$ cat config.mk
export PLATFORM = sky130hd
export DESIGN_NAME = ofifo_drain
export DESIGN_NICKNAME = d
export VERILOG_FILES = /design/src/rtl/ofifo_drain.sv
export SDC_FILE = /design/constraint.sdc
export NUM_CORES = 2
export LEC_CHECK = 0
export BUFFER_PORTS_ARGS = -buffer_cell sky130_fd_sc_hd__buf_2
export CORE_MARGIN = 10
export CORE_UTILIZATION = 30
export CTS_BUF_LIST = sky130_fd_sc_hd__clkbuf_8 sky130_fd_sc_hd__clkbuf_16
export DETAILED_ROUTE_END_ITERATION = 10
export GPL_ROUTABILITY_DRIVEN = 0
export SLEW_MARGIN = 10
export SYNTH_ARGS = -nofsm -noshare
export SYNTH_HDL_FRONTEND = slang
export SYNTH_SLANG_ARGS = --single-unit
export TNS_END_PERCENT = 30
$ cat constraint.sdc
create_clock -name clk -period 8.27 [get_ports clk]
set_clock_uncertainty 0.15 [all_clocks]
set_input_delay 0.4135 -clock clk [delete_from_list [all_inputs] [get_ports clk]]
set_output_delay 0.4135 -clock clk [all_outputs]
set_load 0.01 [all_outputs]
$ cat src/rtl/ofifo_drain.sv
// Output FIFO drain: one circular buffer per column, popped a full row at a time.
// Latency: a row is poppable the cycle after its last column is written; out/out_vld appear 1 cycle after an accepted pop.
// Backpressure: o_ready drops when any column is full; writes to a full column without a same-cycle pop are dropped and set sticky overflow.
module ofifo_drain #(
    parameter int col     = 8,
    parameter int psum_bw = 16,
    parameter int depth   = 16
) (
    input  logic                   clk,
    input  logic                   reset,
    input  logic [col-1:0]         wr,
    input  logic [psum_bw*col-1:0] in,
    input  logic                   rd,
    output logic [psum_bw*col-1:0] out,
    output logic                   out_vld,
    output logic                   o_valid,
    output logic                   o_full,
    output logic                   o_ready,
    output logic                   overflow
);

    localparam int aw = $clog2(depth);
    localparam logic [aw:0] cnt_max = depth[aw:0];

    logic [col-1:0] nonempty;
    logic [col-1:0] full;
    logic [col-1:0] drop;
    logic           pop;

    // Flags look only at registered counts, so there is no wr/rd -> flag path.
    assign o_valid = &nonempty;
    assign o_full  = |full;
    assign o_ready = ~o_full;
    assign pop     = rd & o_valid;

    for (genvar k = 0; k < col; k++) begin : g_col
        logic [psum_bw-1:0] mem [depth];
        logic [aw-1:0]      wptr;
        logic [aw-1:0]      rptr;
        logic [aw:0]        cnt;
        logic [psum_bw-1:0] head;
        logic               accept;

        assign full[k]     = (cnt == cnt_max);
        assign nonempty[k] = (cnt != '0);
        // A full column still takes a write when the same edge frees its head slot.
        assign accept      = wr[k] & (~full[k] | pop);
        assign drop[k]     = wr[k] & full[k] & ~pop;

        always_ff @(posedge clk) begin
            if (accept) begin
                mem[wptr] <= in[k*psum_bw +: psum_bw];
            end
        end

        always_ff @(posedge clk or negedge reset) begin
            if (!reset) begin
                wptr <= '0;
                rptr <= '0;
                cnt  <= '0;
                head <= '0;
            end else begin
                if (accept) begin
                    wptr <= wptr + 1'b1;
                end
                if (pop) begin
                    rptr <= rptr + 1'b1;
                    head <= mem[rptr];
                end
                case ({accept, pop})
                    2'b10:   cnt <= cnt + 1'b1;
                    2'b01:   cnt <= cnt - 1'b1;
                    default: cnt <= cnt;
                endcase
            end
        end

        assign out[k*psum_bw +: psum_bw] = head;
    end

    always_ff @(posedge clk or negedge reset) begin
        if (!reset) begin
            out_vld  <= 1'b0;
            overflow <= 1'b0;
        end else begin
            out_vld <= pop;
            if (|drop) begin
                overflow <= 1'b1;
            end
        end
    end

endmodule

### Yosys cells after proc, flatten, opt, wreduce, memory -nomap -nowiden

Memories as Yosys holds them, arrays and structs flattened. A register that Yosys moved wholly into a read port is not among the register bits.
Index checks and enable logic that the tools add are counted.

| word-level totals | value |
|---|---|
| RAM bits | 2048 |
| memories kept | 8 |
| logic and storage cells | 184 |
| flip-flop bits (word level) | 106 |
| input port bits | 139 |

| operators by class | value |
|---|---|
| $add $sub $neg | 32 |
| bitwise operators | 43 |
| mux-type cells | 24 |
| reduce and logical (&&, ||, !) cells | 27 |
| equal/unequal tests | 24 |

Memories:

| name | words | width | read ports | clocked after memory_dff | write ports | RTL line | source |
|---|---|---|---|---|---|---|---|
| g_col[0].mem | 16 | 16 | 1 | 1 | 1 | 37 | `logic [psum_bw-1:0] mem [depth];` |
| g_col[1].mem | 16 | 16 | 1 | 1 | 1 | 37 |  |
| g_col[2].mem | 16 | 16 | 1 | 1 | 1 | 37 |  |
| g_col[3].mem | 16 | 16 | 1 | 1 | 1 | 37 |  |
| g_col[4].mem | 16 | 16 | 1 | 1 | 1 | 37 |  |
| g_col[5].mem | 16 | 16 | 1 | 1 | 1 | 37 |  |
| 2 more memories | n/a | n/a | n/a | n/a | n/a | n/a |  |

Operators with widths:

| cell | count |
|---|---|
| 5-bit one-hot mux with 2 select lines | 8 |
| 4-bit by 1-bit adder with 4-bit output (second input constant) | 16 |
| 5-bit by 1-bit adder with 5-bit output (second input constant) | 8 |
| 5-bit equality test (second input constant) | 8 |
| 5-bit nonzero test | 8 |
| 5-bit by 1-bit subtractor with 5-bit output (second input constant) | 8 |
| 1-bit bitwise AND | 25 |
| 2-bit by 1-bit equality test with 1-bit output (second input constant) | 8 |
| 2-bit equality test (second input constant) | 8 |
| 1-bit 2-to-1 mux | 16 |
| 2-bit nonzero test | 8 |
| 8-bit OR reduction | 2 |
| 1-bit inverter | 10 |
| 1-bit zero test | 8 |
| 1-bit OR | 8 |
| 8-bit AND reduction | 1 |

### Longest topological paths before layout

| logic depth | value |
|---|---|
| depth after elaboration | 7 |
| depth in mapped cells | 16 |

### Worst setup path after synthesis

Ideal clock, no wire load.

| timing | value |
|---|---|
| path kind | reg-to-reg |
| start | register g_col[1].cnt[0] |
| end | memory g_col[0].mem[11][0], enable pin |
| clock period less this slack | 3.494 ns |
| library setup time | 0.409 ns |
| arrival time | 2.935 ns |
| data required time | 7.711 ns |
| cell stages (with the launch flop) | 10 |
| path slack | 4.776 ns |
| path buffers | 2 |
| cells stage by stage | dfrtp_1 nor4_1 a22o_1 nor4_4 nand3_4 inv_4 buf_6 buf_4 o21ai_2 nor3_1 |

| on the way | value |
|---|---|
| word-level cells in the longest chain between the ends | 7 |

Ends and longest elaborated chain:

| what | RTL line | source |
|---|---|---|
| from (decl) | 40 | `logic [aw:0] cnt;` |
| from (signal assigned) | 71 | `2'b10: cnt <= cnt + 1'b1;` |
| from (signal assigned) | 72 | `2'b01: cnt <= cnt - 1'b1;` |
| from (signal assigned) | 73 | `default: cnt <= cnt;` |
| 5-bit nonzero test | 45 | `assign nonempty[k] = (cnt != '0);` |
| 8-bit AND reduction | 31 | `assign o_valid = &nonempty;` |
| 1-bit bitwise AND | 34 | `assign pop = rd & o_valid;` |
| 1-bit OR | 47 | `assign accept = wr[k] & (~full[k] \| pop);` |
| 1-bit bitwise AND | 47 |  |
| 1-bit 2-to-1 mux | 51 | `if (accept) begin` |
| 1-bit 2-to-1 mux (implied by the code) | 52 | `mem[wptr] <= in[k*psum_bw +: psum_bw];` |
| to (decl) | 37 |  |

No other way between the ends.

### Final worst setup path

| timing | value |
|---|---|
| start | register g_col[7].cnt[0] |
| end | register g_col[7].cnt[4] |

| on the way | value |
|---|---|
| word-level cells in the longest chain between the ends | 7 |
| elaborated cells on any way between the ends | 13 |
| classes of those cells | add/sub (2); eq/ne (3); mux (1); bitwise (4); reduce/logical (3) |

Ends and longest elaborated chain:

| what | RTL line | source |
|---|---|---|
| from (decl) | 40 |  |
| from (signal assigned) | 71 |  |
| from (signal assigned) | 72 |  |
| from (signal assigned) | 73 |  |
| 5-bit nonzero test | 45 |  |
| 8-bit AND reduction | 31 |  |
| 1-bit bitwise AND | 34 |  |
| 1-bit OR | 47 |  |
| 1-bit bitwise AND | 47 |  |
| 2-bit by 1-bit equality test with 1-bit output or 2-bit equality test (tied branches) | 70 | `case ({accept, pop})` |
| 5-bit one-hot mux with 2 select lines or 2-bit nonzero test (tied branches) | n/a |  |

Several ways; a longest one is shown, not always the timed one.
A chain may end at the register's enable or synchronous reset.

==> impl_metrics.py <==
metrics = {
    "status": {
        "status": "complete, no violations",
    },
    "final_layout": {
        "layout.cells.most_common_list": "edfxtp_1, mux4_2, nand2_1",
        "fin_area_um2": 104500,
        "nNetsFinal": 4927,
        "final_common_cell": "edfxtp_1",
        "area_growth_pct": 17.84,
        "fin_util_pct": 35.53,
        "drive_above_1_share_pct": 30.58,
    },
    "setup_path": {
        "slowest_stage": "buf_4",
        "crit_chain": "or4_4, o22a_2, nand3_4, buf_4, buf_4, nor2_1, fa_1, a21o_1, a21oi_1, a31oi_1, a211oi_1",
        "critPathLaunchType": "flop",
        "crit_type": "reg2reg",
        "path_max_fanout": 53,
        "crit_arrival_ps": 5270,
        "critical_path_buf_inv_count": 2,
        "critPathTopFamily": "buffers and inverters",
        "cp_slowest_stage_delay_ps": 700,
        "cpMostUsedCell": "buf_4",
        "critPathRequiredTime_ps": 8890,
        "critical_path.endpoint_type": "flop",
    },
    "yosys": {
        "synth-edff-count": 2048,
        "ys.flop_type": "edfxtp_1",
        "ys_seq_elements": 2282,
        "syn_area_per_cell_um2": 21.11,
        "ys_warn_count": 0,
        "synth_area_um2": 88660,
        "async_flop_share_pct": 10.25,
        "yosysUniqueCellTypes": 58,
        "synth.net_count": 4411,
        "synthCells": 4200,
        "synth-seq-area-share_pct": 75.97,
    },
    "power": {
        "p_leak_nw": 34.82,
        "ir_drop_v": 0.0002618,
        "finalPower_mw": 36.78,
        "p_per_area_nw_per_um2": 352.0,
    },
    "cts": {
        "clk_pin_slew_worst_paths_ps": 60,
        "cts-htree-levels": 4,
        "post_cts_resized": 0,
        "numClockSinks": 2282,
        "cts_tree": "built",
        "clkLatencyLatePin_ps": 930,
        "cts_buffers": 239,
        "clockBufferDepth": 4,
        "cts_root_buf": "clkbuf_16",
    },
    "placement": {
        "place_area_um2": 94990,
        "portBuffers": 271,
        "dp_hpwl_mm": 129.3,
        "pre_cts_ws_ps": 3614,
    },
    "drt": {
        "drt-initial-drc-count": 3857,
        "first_pass_iters": 5,
        "via_count": 42290,
        "final_antenna_net_count": 0,
        "drt-wirelength-per-cell_um": 23.57,
        "vias_per_cell": 4.778,
        "drc": 0,
        "drt-total-wl_mm": 208.6,
    },
    "die": {
        "ioPinCount": 272,
        "start_util_pct": 30.15,
        "die_w_um": 563.6,
        "dieArea_um2": 317700,
        "coreArea_um2": 294100,
        "std_cell_rows": 199,
        "dieHeight_um": 563.6,
    },
    "timing": {
        "period_share_pct": 56.34,
        "hold_viol_final": 0,
        "setup_tns_ps": 0,
        "rsz0062_at_grt": "false",
        "tightest_slew_ps": 1244,
        "timing.slew.headroom_pct": 17.00,
        "fin_ws_ps": 3611,
        "finalSetupViolCount": 0,
        "fmax_mhz": 214.6,
        "final_max_slew_viol_count": 0,
        "fin_crit_ps": 4659,
    },
    "global_routing": {
        "grt_first_pass_wirelength_mm": 309.4,
        "met2_usage_pct": 20.47,
        "grt_most_used_layer": "met2",
        "first_global_vias": 44500,
        "grtUsageMet1_pct": 18.38,
        "antenna_found_initial": 34,
        "grt_max_degree": 125,
        "grt_usage_pct": 12.82,
        "overflow": 0,
        "use_met3_pct": 2.153,
    },
    "job": {
        "cap_violations": 0,
    },
    "worst_hold_path": {
        "hold_class": "in2reg",
    },
}
[routing by layer]
| layer | vias up | part of all wire [%] |
|---|---|---|
| met5 | - | 0.028 |
| li1 | 18110 | - |
| met4 | 8 | 2.3 |
| met1 | 22630 | 45 |
| met2 | 1206 | 47 |
| met3 | 340 | 5.6 |
[through the flow]
stage | hold WS, ps | cells
after floorplan | -32.09 | 4200
after global placement | 303.5 | 8254
after detailed placement | 308.3 | 8254
after CTS | 189.2 | 8844
after global routing | 241.6 | 8847
final | 274.5 | 8851
[path summary, 6_finish.rpt]
path	startpoint	endpoint	slack (ps)	cells after the start
max in group asynchronous	reset	g_col[2].rptr[0]$_DFFE_PN0N_	6320	4
hold reg to reg	g_col[3].head[9]$_DFFE_PN0N_	g_col[3].head[9]$_DFFE_PN0N_	320	2
setup / recovery	g_col[7].cnt[0]$_DFFE_PN0P_	g_col[7].cnt[4]$_DFFE_PN0P_	3610	11
min in group asynchronous	reset	g_col[3].wptr[0]$_DFFE_PN0P_	420	3
setup reg to reg	g_col[7].cnt[0]$_DFFE_PN0P_	g_col[7].cnt[4]$_DFFE_PN0P_	3610	11
hold / removal	in[102]	g_col[6].mem[11][6]$_DFFE_PP_	270	2
[state kept, by name, indices dropped and copies added (netlist names)]
register    flops
g_col.head    128
g_col.rptr     32
g_col.mem    2048
g_col.wptr     32
out_vld         1
g_col.cnt      40
overflow        1
[logic make-up (layout without fill, tap and decap cells)]
logic type / count (synthesis) / in the layout / synth area share (%)
AO/OA/AOI/OAI: 131 / 131 / 1.060
XOR/XNOR: 77 / 77 / 0.7607
adder cells (fa/ha/maj): 72 / 72 / 1.084
buffers and inverters: 262 / 987 / 1.246
flip-flops: 2282 / 2282 / 75.97
multiplexers: 668 / 668 / 16.59
other: 0 / 7 / 0
AND/OR/NAND/NOR: 708 / 708 / 3.283
[layout make-up]
cell class | instances | area (µm²)
Inverter | 55 | 219.0
Timing Repair Buffer | 482 | 3331
Sequential cell | 2282 | 67390
Fill cell | 26980 | 189600
Clock buffer | 260 | 6270
Multi-Input combinational cell | 1656 | 20560
Clock inverter | 190 | 1779
Tap cell | 3919 | 4903
Antenna cell | 7 | 17.52
[where the power goes]
part	leakage, nW	switching [mW]	internal, mW
Combinational	9.32	5.87	4.77
Sequential	21.3	1.05	14.2
Clock	4.18	4.57	6.28
Total	34.8	11.5	25.3
[Yosys cell counts (8+ instances only)]
master	count	area share [%]
a21o_1	22	0.19
a21oi_1	23	0.13
a31oi_1	9	0.064
buf_1	38	0.16
buf_2	68	0.38
clkbuf_1	90	0.38
dfrtp_1	234	6.6
edfxtp_1	2048	69
fa_1	8	0.18
ha_1	64	0.90
inv_1	54	0.23
mux2_2	14	0.18
mux2i_1	14	0.16
mux4_2	640	16
nand2_1	463	2.0
nand3_1	35	0.20
nand4_1	14	0.099
nor2_1	133	0.56
nor3_1	19	0.11
nor4_1	11	0.078
o211ai_1	10	0.085
o22ai_1	8	0.056
o2bb2ai_1	10	0.099
xnor2_1	54	0.53
xor2_1	23	0.23
[repair_timing]
item | in CTS | in global routing
setup buffers | 0 | 0
hold buffers | 140 | 0
hold endpoints to repair | 2187 | 0
(Power assumes the default switching activity.)
